===== config.mk =====
export PLATFORM = sky130hd
export DESIGN_NAME = spi_xfer_ctrl
export DESIGN_NICKNAME = d
export VERILOG_FILES = /design/src/rtl/spi_xfer_ctrl.sv
export SDC_FILE = /design/constraint.sdc
export NUM_CORES = 1
export LEC_CHECK = 0
export ABC_AREA = 1
export BUFFER_PORTS_ARGS = -buffer_cell sky130_fd_sc_hd__buf_2
export CAP_MARGIN = 20
export CORE_MARGIN = 5
export CORE_UTILIZATION = 48
export CTS_CLUSTER_DIAMETER = 200
export DETAILED_ROUTE_END_ITERATION = 16
export GPL_TIMING_DRIVEN = 1
export PLACE_DENSITY_LB_ADDON = 0.25
export SYNTH_ARGS = -nofsm -noshare
export SYNTH_HDL_FRONTEND = slang
export SYNTH_SLANG_ARGS = --single-unit

===== constraint.sdc =====
create_clock -name clk_i -period 2.01 [get_ports clk_i]
set_clock_uncertainty 0.15 [all_clocks]
set_input_delay 0.402 -clock clk_i [delete_from_list [all_inputs] [get_ports clk_i]]
set_output_delay 0.402 -clock clk_i [all_outputs]
set_load 0.03 [all_outputs]

===== src/rtl/spi_xfer_ctrl.sv =====
// rtl/spi_xfer_ctrl.sv - Wishbone master sequencing one complete SPI transfer per request on the simple SPI core.
// Optional poll timeout abort enabled by defining SPI_XFER_TIMEOUT_EN.
module spi_xfer_ctrl #(
    parameter int SS_WIDTH = 1
`ifdef SPI_XFER_TIMEOUT_EN
    ,
    parameter int TIMEOUT_CYC = 4096
`endif
) (
    input  logic                clk_i,
    input  logic                rst_i,
    input  logic [7:0]          cfg_spcr,
    input  logic [7:0]          cfg_sper,
    input  logic                req_valid,
    output logic                req_ready,
    input  logic [3:0]          req_len,
    input  logic [SS_WIDTH-1:0] req_ss,
    input  logic                tx_valid,
    output logic                tx_ready,
    input  logic [7:0]          tx_data,
    output logic                rx_valid,
    output logic [7:0]          rx_data,
    output logic                done,
    output logic                err,
    output logic                wb_cyc_o,
    output logic                wb_stb_o,
    output logic                wb_we_o,
    output logic [2:0]          wb_adr_o,
    output logic [7:0]          wb_dat_o,
    input  logic [7:0]          wb_dat_i,
    input  logic                wb_ack_i
);

    typedef enum logic [3:0] {
        S_IDLE, S_W_SPCR, S_W_SPER, S_W_SSON, S_TX_WAIT,
        S_TX_WR, S_POLL, S_RX_RD, S_W_SSOFF, S_DONE
    } state_t;

    state_t              r_state, w_next;
    logic                r_stb, r_we;
    logic [2:0]          r_adr;
    logic [7:0]          r_dat;
    logic [3:0]          r_cnt, r_len;
    logic [SS_WIDTH-1:0] r_ss;
    logic                r_rx_valid, r_tx_ready;
    logic [7:0]          r_rx_data;
    logic                w_ack_hit, w_acc, w_we, w_timeout;
    logic [2:0]          w_adr;
    logic [7:0]          w_dat;

    assign w_ack_hit = r_stb & wb_ack_i;

    always_ff @(posedge clk_i) begin
        if (rst_i) r_state <= S_IDLE;
        else       r_state <= w_next;
    end

    always_comb begin
        w_next = r_state;
        w_acc  = 1'b0;
        w_we   = 1'b0;
        w_adr  = 3'd0;
        w_dat  = 8'h00;
        case (r_state)
            S_IDLE:    if (req_valid) w_next = S_W_SPCR;
            S_W_SPCR: begin
                w_acc = 1'b1; w_we = 1'b1; w_adr = 3'd0; w_dat = cfg_spcr | 8'h40;
                if (w_ack_hit) w_next = S_W_SPER;
            end
            S_W_SPER: begin
                w_acc = 1'b1; w_we = 1'b1; w_adr = 3'd3; w_dat = cfg_sper;
                if (w_ack_hit) w_next = S_W_SSON;
            end
            S_W_SSON: begin
                w_acc = 1'b1; w_we = 1'b1; w_adr = 3'd4; w_dat = 8'(r_ss);
                if (w_ack_hit) w_next = S_TX_WAIT;
            end
            S_TX_WAIT: if (tx_valid) w_next = S_TX_WR;
            S_TX_WR: begin
                w_acc = 1'b1; w_we = 1'b1; w_adr = 3'd2; w_dat = tx_data;
                if (w_ack_hit) w_next = S_POLL;
            end
            S_POLL: begin
                // SPSR bit0 is rfempty: a received byte is waiting once it reads 0
                w_acc = 1'b1; w_adr = 3'd1;
                if (w_ack_hit) begin
                    if (!wb_dat_i[0])   w_next = S_RX_RD;
                    else if (w_timeout) w_next = S_W_SSOFF;
                end
            end
            S_RX_RD: begin
                w_acc = 1'b1; w_adr = 3'd2;
                if (w_ack_hit) w_next = (r_cnt == r_len) ? S_W_SSOFF : S_TX_WAIT;
            end
            S_W_SSOFF: begin
                w_acc = 1'b1; w_we = 1'b1; w_adr = 3'd4;
                if (w_ack_hit) w_next = S_DONE;
            end
            S_DONE:    w_next = S_IDLE;
            default:   w_next = S_IDLE;
        endcase
    end

    // Bus fields are captured when strobe rises, so a new access always waits one idle cycle after ack
    always_ff @(posedge clk_i) begin
        if (rst_i) begin
            r_stb <= 1'b0;
            r_we  <= 1'b0;
            r_adr <= 3'd0;
            r_dat <= 8'h00;
        end else if (w_ack_hit) begin
            r_stb <= 1'b0;
        end else if (!r_stb && w_acc) begin
            r_stb <= 1'b1;
            r_we  <= w_we;
            r_adr <= w_adr;
            r_dat <= w_dat;
        end
    end

    always_ff @(posedge clk_i) begin
        if (rst_i) begin
            r_cnt      <= 4'd0;
            r_len      <= 4'd0;
            r_ss       <= '0;
            r_rx_valid <= 1'b0;
            r_tx_ready <= 1'b0;
            r_rx_data  <= 8'h00;
        end else begin
            r_rx_valid <= (r_state == S_RX_RD) && w_ack_hit;
            r_tx_ready <= (r_state == S_TX_WR) && w_ack_hit;
            if ((r_state == S_RX_RD) && w_ack_hit) r_rx_data <= wb_dat_i;
            if ((r_state == S_IDLE) && req_valid) begin
                r_len <= req_len;
                r_ss  <= req_ss;
                r_cnt <= 4'd0;
            end else if ((r_state == S_RX_RD) && w_ack_hit && (r_cnt != r_len)) begin
                r_cnt <= r_cnt + 4'd1;
            end
        end
    end

`ifdef SPI_XFER_TIMEOUT_EN
    localparam int PW = $clog2(TIMEOUT_CYC + 1);
    logic [PW-1:0] r_poll_cnt;
    logic          r_to;

    assign w_timeout = (r_poll_cnt == PW'(TIMEOUT_CYC - 1));

    always_ff @(posedge clk_i) begin
        if (rst_i) begin
            r_poll_cnt <= '0;
            r_to       <= 1'b0;
        end else begin
            if ((w_next == S_POLL) && (r_state != S_POLL)) r_poll_cnt <= '0;
            else if ((r_state == S_POLL) && w_ack_hit)    r_poll_cnt <= r_poll_cnt + 1'b1;
            if (r_state == S_IDLE) r_to <= 1'b0;
            else if ((r_state == S_POLL) && (w_next == S_W_SSOFF)) r_to <= 1'b1;
        end
    end

    assign err = (r_state == S_DONE) && r_to;
`else
    assign w_timeout = 1'b0;
    assign err       = 1'b0;
`endif

    assign req_ready = (r_state == S_IDLE);
    assign done      = (r_state == S_DONE);
    assign tx_ready  = r_tx_ready;
    assign rx_valid  = r_rx_valid;
    assign rx_data   = r_rx_data;
    assign wb_cyc_o  = r_stb;
    assign wb_stb_o  = r_stb;
    assign wb_we_o   = r_we;
    assign wb_adr_o  = r_adr;
    assign wb_dat_o  = r_dat;

endmodule


======== Yosys cells after proc, flatten, opt, wreduce, memory -nomap -nowiden ========
Index checks and enable logic that the tools add are counted.
storage, ports and cells
  memory bits (read-only) ................. 0
  register bits ........................... 36
  memory bits (writable) .................. 0
  memories ................................ 0
  latch bits .............................. 0
  output and inout bits ................... 27
  input port bits ......................... 42
cells by class
  multiplexer cells ....................... 16
  divide/modulo/power cells ............... 0
  bitwise gates (word level) .............. 2
  multiply operators ...................... 0
  add/subtract/negate cells ............... 1
  reduce and logical (&&, ||, !) cells .... 15
  shifts and indexed selects .............. 0
  $lt $le $gt $ge ......................... 0
  equal/unequal tests ..................... 21
operators by type and width
  cell                                                 count
  two-way mux 4 bit                                    11
  one-hot mux 4 bit (9 select lines)                   1
  one-hot mux 8 bit (4 select lines)                   1
  != test 2 bit, second input constant                 10
  equality test 4 x 3 -> 1 bit, second input constant  4
  one-hot mux 3 bit (4 select lines)                   1
  AND reduction 10 bit                                 1
  equality test 4 x 2 -> 1 bit, second input constant  2
  equality test 4 bit, second input constant           2
  OR reduction 2 bit                                   4
  OR reduction 7 bit                                   1
  logical AND 1 bit                                    5
  OR reduction 5 bit                                   1
  adder 4 x 1 -> 4 bit, second input constant          1
  equality test 4 x 1 -> 1 bit, second input constant  1
  equality test 4 bit                                  1
  zero test 4 bit                                      1
  != test 4 bit                                        1
  two-way mux 1 bit                                    2
  AND reduction 2 bit                                  1
  AND 1 bit                                            1
  zero test 1 bit                                      1
  inverter 1 bit                                       1

======== Depth between registers and ports, before layout ========
Gate-level depths: netlist (run 1).
  depth after elaboration ................. 5
  depth in mapped cells ................... 10

======== Worst setup path after synthesis (run 1) ========
Ideal clock, no wire load.
  path type ............................... reg-to-output
  start point ............................. reg r_state[0]
  end point ............................... out done
  cell stages (with the launch flop) ...... 3
  data required time ...................... 1458 ps
  slack ................................... 270 ps
  arrival time ............................ 1188 ps
  cells stage by stage .................... dfxtp_1 -> nand2_1 -> nor3_1
on the way
  longest elaborated chain between the ends .. 1
RTL lines
  what                    RTL line  text
  from (decl)             39        state_t r_state, w_next;
  from (signal assigned)  55        else r_state <= w_next;
  equality test 4 bit     169       assign done = (r_state == S_DONE);
  to (decl)               23        output logic done,
Every way passes these cells.

======== Final worst setup path (run 1) ========
  start point ............................. reg r_state[1]
  end point ............................... out done
The elaborated chain is that of the path after synthesis.

==> results of run 1 <==
where the power goes:
group	internal (mW)	switching, mW
logic	0.378	0.869
clock network	0.173	0.230
registers	0.862	0.103
cells in the final DEF (no fill, tap or decap):
| master | count |
|---|---|
| ha_1 | 1 |
| nand4_1 | 1 |
| buf_2 | 65 |
| nand2_4 | 1 |
| buf_4 | 3 |
| conb_1 | 1 |
| dfxtp_2 | 1 |
| nor4_1 | 1 |
| clkbuf_4 | 6 |
| nand2_2 | 3 |
| o211ai_1 | 1 |
| a21oi_1 | 30 |
| nand3_1 | 17 |
| o21ai_1 | 2 |
| nand2_1 | 95 |
| nor2_1 | 24 |
| inv_1 | 24 |
| xor2_1 | 2 |
| inv_2 | 3 |
| dfxtp_1 | 35 |
| nor2_4 | 1 |
| o21ai_0 | 11 |
| nor2_2 | 2 |
| clkbuf_8 | 1 |
| nor3_1 | 1 |
| clkbuf_1 | 2 |
final timing paths:
kind | startpoint | endpoint | slack (ns)
min | wb_dat_i[5] | rx_data[5] | 0.15
max reg2reg | r_state[0] | wb_dat_o[0] | 0.27
min reg2reg | rx_data[7] | rx_data[7] | 0.32
max | r_state[1] | done | 0.10
cell families after synthesis:
| kind of cell | Yosys count |
|---|---|
| other cells | 1 |
| compound gates | 44 |
| simple gates | 146 |
| fa+ha+maj | 1 |
| buf+inv | 36 |
| flops | 36 |
| xor+xnor | 2 |
routing by layer:
metal / wire (µm) / track usage, %
met4: 57 / 7.021
met5: 0 / 0
met3: 339 / 6.456
met2: 2007 / 29.17
met1: 1914 / 20.32
state kept, by name, indices dropped and copies added (netlist names), 3 cells and up:
signal / count
r_cnt: 4
r_len: 4
r_state: 4
rx_data: 8
wb_adr_o: 3
wb_dat_o: 8
area by class of cell:
type                       count  area (µm²)
clock buffer                   8       58.81
tap                           46       57.56
fill                         364        1261
inverter                      27       101.3
multi-input combinational    194       859.6
timing repair buffer          69       355.3
sequential                    36       721.9
tightest hold or removal path, stage by stage:
cell and delay (ns):
buf_2 0.10, nand2_1 0.05, a21oi_1 0.05
stage by stage:
| stage | util, % | cells | area, µm² | hold WS, ns |
|---|---|---|---|---|
| 2_1_floorplan | - | 266 | 1737 | 0.2792 |
| 3_3_place_gp | 61.17 | 372 | 2090 | 0.2997 |
| 3_5_place_dp | 61.17 | 372 | 2090 | 0.3059 |
| 4_1_cts | 62.89 | 380 | 2148 | 0.1357 |
| 5_1_grt | 63.08 | 380 | 2155 | 0.1471 |
| 6_report | 63.08 | 380 | 2155 | 0.1469 |
repair_timing:
| item | in CTS | in global routing |
|---|---|---|
| endpoints found under the hold margin | 0 | 0 |
| setup endpoints to repair | 0 | 2 |
| gates resized for setup | 0 | 4 |
==> flow_metrics.py, run 1 <==
metrics = {
    "final_layout": {
        "drive_above_1_share_pct": 25.75,
        "finalNetCount": 376,
        "antenna_cells": 0,
        "syn_to_final_growth_pct": 24.06,
    },
    "logic_synthesis": {
        "synth_area_leader_cell": "dfxtp_1",
        "netlist_top_cells_area": "dfxtp_1 41%, nand2_1 21%, a21oi_1 8.6%",
        "synth_edf_count": 0,
        "post_synth.cell_area_avg_um2": 6.529,
        "muxShareOfSynthArea_pct": 0,
        "ys_warn_count": 0,
        "synth_fp_nets": 309,
        "synth_top_family_by_area": "simple AND/OR/NAND/NOR gates",
        "netlist.area_leader.share_pct": 41.50,
        "ys_seq_area_share_pct": 41.50,
        "synth.distinct_cells": 24,
        "synth-compound-area-share_pct": 12.82,
        "synthXorXnorAreaFrac_pct": 1.009,
        "synth_fa_ha_area_share_pct": 0.7205,
        "synth_area_um2": 1737,
        "yosys.area_share.simple_pct": 34.58,
        "ys_ff_latch": 36,
        "synth_common_cells": "95 x nand2_1, 36 x dfxtp_1, 30 x a21oi_1",
        "synth-main-ff-cell": "dfxtp_1",
        "synth_cells": 266,
        "synth_async_sr_flop_share_pct": 0,
        "synth.most_common_cell": "nand2_1",
    },
    "sta": {
        "rsz0062_at_grt": "no",
        "layout_setup_ws_ns": 0.1020,
        "finalWorstPathRequiredPeriod_ns": 1.908,
        "clock.fmax_ghz": 0.5241,
        "setup_viol": 0,
        "hold_viol": 0,
        "slew_violations": 0,
        "period_share_pct": 94.92,
        "fin_setup_tns_ns": 0,
    },
    "worst_setup_path": {
        "slowest_stage": "dfxtp_1",
        "cp_num_cells": 4,
        "cp.required_ns": 1.46,
        "startpoint_type": "flip-flop",
        "worst-setup-path-type": "flip-flop to output port",
        "worstPathCellList": "inv_1, nand2_1, nor3_1, buf_2",
        "reg2reg_depth": 8,
        "endpoint_kind": "output port",
        "crit_family": "buffers and inverters",
        "cpPeakStageDelay_ns": 0.36,
        "arrival_ns": 1.36,
        "cp_num_buf_inv": 2,
        "crit_fanout": 5,
    },
    "clocking": {
        "clkSinkCount": 36,
        "path_clk_slew_ns": 0.11,
        "cts_tree": "yes",
        "root_buffer": "clkbuf_4",
        "h-tree-depth": 2,
        "ctsHoldBuffers": 0,
        "clockBufferDepth": 2,
        "worst_skew_pair.late_latency_ns": 0.34,
        "cts_buffers": 5,
        "postCtsSetupRepairBufs": 0,
    },
    "floorplanning": {
        "die_x_um": 70.15,
        "fp.coreArea_um2": 3416,
        "ios": 69,
        "start_util_pct": 50.84,
        "die_area_um2": 4921,
        "die_h_um": 70.15,
        "rows": 21,
    },
    "detailed_routing": {
        "wl_per_cell_um": 11.36,
        "routed_wl_mm": 4.318,
        "drtIter0Drc": 63,
        "drtPass1Iterations": 4,
        "drc_errors": 0,
        "via_per_inst": 4.868,
        "ant_nets": 0,
        "via_count": 1850,
    },
    "place": {
        "gp_congestion": 0.9054,
        "pre_cts_slack_ns": 0.2677,
        "dp_hpwl_mm": 3.283,
        "portBuffers": 66,
    },
    "worst_hold_path": {
        "hold_class": "input pin to flip-flop",
        "hold_path_depth": 3,
    },
    "outcome": {
        "status": "finished clean",
    },
    "pwr": {
        "leakagePower_nw": 1.103,
        "finalPower_mw": 2.615,
        "irDropWorstVdd_v": 0.0007389,
        "powerDensity_nw_per_um2": 1214,
    },
    "job": {
        "maxCapViolations": 0,
    },
    "global_route": {
        "overflow": 0,
        "grt_pass1_vias": 1655,
        "grt_pass1_wl_mm": 7.051,
        "grt_use_total_pct": 17.53,
        "antenna_found_initial": 0,
        "grt_max_degree": 20,
    },
}
Power figures use the tool's default switching activity.
==> run 2, diff against run 1 <==
ABC_AREA = unset   (was 1)
CORE_UTILIZATION = 49   (was 48)
==> run 2 against run 1 <==
Net effect: sequential cell count unchanged; critical path depth down 1; first-iteration DRC count up 98%; synthesized cell count fell by 17%; clock power rose by 59%; routed wire length grew 7.8%; die area grew 4.7%; cell count decreased by 10%; total power down 26%; count of clock-buffer cells in the layout fell by 3; sequential power shrank 17%; critical path type unchanged; largest cell class unchanged.
==> flow_metrics.py, run 2 <==
metrics = {
    "clocking": {
        "cts_tree": "yes",
        "h-tree-depth": 2,
        "cts_resized": 1,
        "postCtsSetupRepairBufs": 0,
        "root_buffer": "clkbuf_8",
        "worst_skew_pair.late_latency_ns": 0.29,
        "clockBufferDepth": 2,
        "path_clk_slew_ns": 0.08,
        "ctsHoldBuffers": 0,
        "clkSinkCount": 36,
        "cts_buffers": 5,
    },
    "worst_hold_path": {
        "hold_class": "input pin to flip-flop",
    },
    "worst_setup_path": {
        "cpPeakStageDelay_ns": 0.37,
        "cp_num_buf_inv": 2,
        "endpoint_kind": "output port",
        "worstPathCellList": "buf_4, nor4_4, buf_2",
        "crit_fanout": 8,
        "cp.required_ns": 1.46,
        "crit_family": "buffers and inverters",
        "startpoint_type": "flip-flop",
        "arrival_ns": 1.40,
        "slowest_stage": "dfxtp_1",
        "worst-setup-path-type": "flip-flop to output port",
    },
    "floorplanning": {
        "die_h_um": 71.79,
        "ios": 69,
        "die_area_um2": 5153,
        "fp.coreArea_um2": 3689,
        "die_x_um": 71.79,
        "rows": 22,
        "start_util_pct": 50.71,
    },
    "logic_synthesis": {
        "synth.most_common_cell": "nand2_1",
        "synth_area_um2": 1871,
        "ys_ff_latch": 36,
        "netlist_top_cells_area": "dfxtp_1 39%, a21oi_1 7.8%, nand2_1 7.4%",
        "synth_area_leader_cell": "dfxtp_1",
        "synth.distinct_cells": 51,
        "synth-main-ff-cell": "dfxtp_1",
        "synth_cells": 220,
        "synth_common_cells": "37 x nand2_1, 36 x dfxtp_1, 29 x a21oi_1",
        "netlist.area_leader.share_pct": 38.53,
        "post_synth.cell_area_avg_um2": 8.502,
        "ys_warn_count": 0,
        "ys_seq_area_share_pct": 38.53,
        "synth_async_sr_flop_share_pct": 0,
        "synth_fp_nets": 263,
        "synth_edf_count": 0,
    },
    "global_route": {
        "antenna_found_initial": 0,
        "grt_use_total_pct": 18.61,
        "grt_busiest_layer": "met2",
        "use_met1_pct": 22.76,
        "grt_max_degree": 23,
        "grt.met2_usage_pct": 30.92,
        "met3_usage_pct": 4.909,
        "overflow": 0,
        "grt_pass1_vias": 1812,
        "grt_pass1_wl_mm": 7.748,
    },
    "place": {
        "place_inst": 333,
        "portBuffers": 66,
        "placed_area_um2": 2285,
        "gp_congestion": 0.7831,
        "dp_hpwl_mm": 3.435,
    },
    "detailed_routing": {
        "drc_errors": 0,
        "ant_nets": 0,
        "drtPass1Iterations": 4,
        "via_per_inst": 5.361,
        "drtIter0Drc": 125,
        "via_count": 1828,
        "routed_wl_mm": 4.654,
        "wl_per_cell_um": 13.65,
    },
    "final_layout": {
        "layout.cells.non_filler": 341,
        "finalNetCount": 335,
        "antenna_cells": 0,
        "layout_common_cells": "65 x buf_2, 37 x nand2_1, 34 x dfxtp_1",
        "postLayoutCoreUtil_pct": 65.26,
        "drive_above_1_share_pct": 35.84,
        "syn_to_final_growth_pct": 28.70,
        "stdcell_area_um2": 2407,
        "layout_commonest_cell": "buf_2",
    },
    "pwr": {
        "irDropWorstVdd_v": 0.0004793,
        "leakagePower_nw": 1.027,
        "finalPower_mw": 1.947,
        "powerDensity_nw_per_um2": 809.0,
        "power_switching_mw": 0.6100,
        "p_comb_share_pct": 26.1,
        "p_sw_share_pct": 31.33,
        "seqPwrFrac_pct": 41.1,
        "p_clk_share_pct": 32.8,
        "p_int_mw": 1.337,
    },
    "sta": {
        "finalWorstPathRequiredPeriod_ns": 1.955,
        "hold_viol": 0,
        "setup_viol": 0,
        "fin_setup_tns_ns": 0,
        "rsz0062_at_grt": "no",
        "slew_violations": 0,
        "period_share_pct": 97.25,
        "clock.fmax_ghz": 0.5116,
    },
    "job": {
        "maxCapViolations": 0,
    },
    "outcome": {
        "status": "finished clean",
    },
}
run 2: cell count changes in the layout (fill, tap and decap cells not counted), sizes merged, moves of 6 or more:
| cell | delta |
|---|---|
| nor2 | -20 |
| inv | -25 |
| buf | +14 |
| o21ai | -8 |
| nand3 | -10 |
| a22oi | +6 |
| a21o | +9 |
| nand2 | -62 |
run 2: metrics by stage:
stage                     worst slack, ns  hold slack (ns)
after detailed placement           0.1913           0.2942
after floorplan                    0.2478           0.2829
final                             0.05529           0.1897
after global routing              0.01129           0.1876
after CTS                        0.004111           0.1846
after global placement             0.2140           0.2876
run 2: kinds of logic (layout without fill, tap and decap cells):
family	count (synthesis)	count (layout)	share of synthesized area (%)
fa+ha+maj	1	1	0.6688
xor+xnor	5	5	2.341
other cells	1	1	0.2005
compound gates	68	68	23.14
mux	3	3	1.672
flops	36	36	38.53
buf+inv	20	93	6.422
simple gates	86	86	27.02
run 2: power groups by stage:
stage / logic (mW) / clock network, mW / registers (mW)
finish: 0.508 / 0.639 / 0.801
global route: 0.553 / 0.687 / 0.809
CTS: 0.506 / 0.650 / 0.798
detailed placement: 0.504 / 0 / 0.813
global placement: 0.499 / 0 / 0.812
floorplan: 0.328 / 0 / 0.840
run 2: per-layer routing:
metal / up-vias / routed length [µm]
li1: 927 / -
met1: 845 / 2027
met3: 7 / 310
met5: - / 0
met4: 0 / 59
met2: 49 / 2256
run 2: path summary, 6_finish.rpt:
check                endpoint  slack (ns)        start  cells after the start
setup / recovery    req_ready        0.06   r_state[3]                      3
hold / removal     rx_data[3]        0.19  wb_dat_i[3]                      3
setup reg to reg  wb_dat_o[3]        0.20   r_state[3]                      4
hold reg to reg    rx_data[7]        0.30   rx_data[7]                      2
run 2: cell type report:
class / instances / area (µm²)
Inverter: 2 / 7.507
Tap cell: 48 / 60.06
Multi-Input combinational cell: 164 / 1039
Clock inverter: 3 / 42.54
Fill cell: 333 / 1281
Timing Repair Buffer: 83 / 464.2
Sequential cell: 36 / 725.7
Clock buffer: 5 / 68.82
run 2: tightest hold or removal path, stage by stage:
cell and delay [ns]:
buf_2 0.09, nand2_1 0.04, a21oi_1 0.05
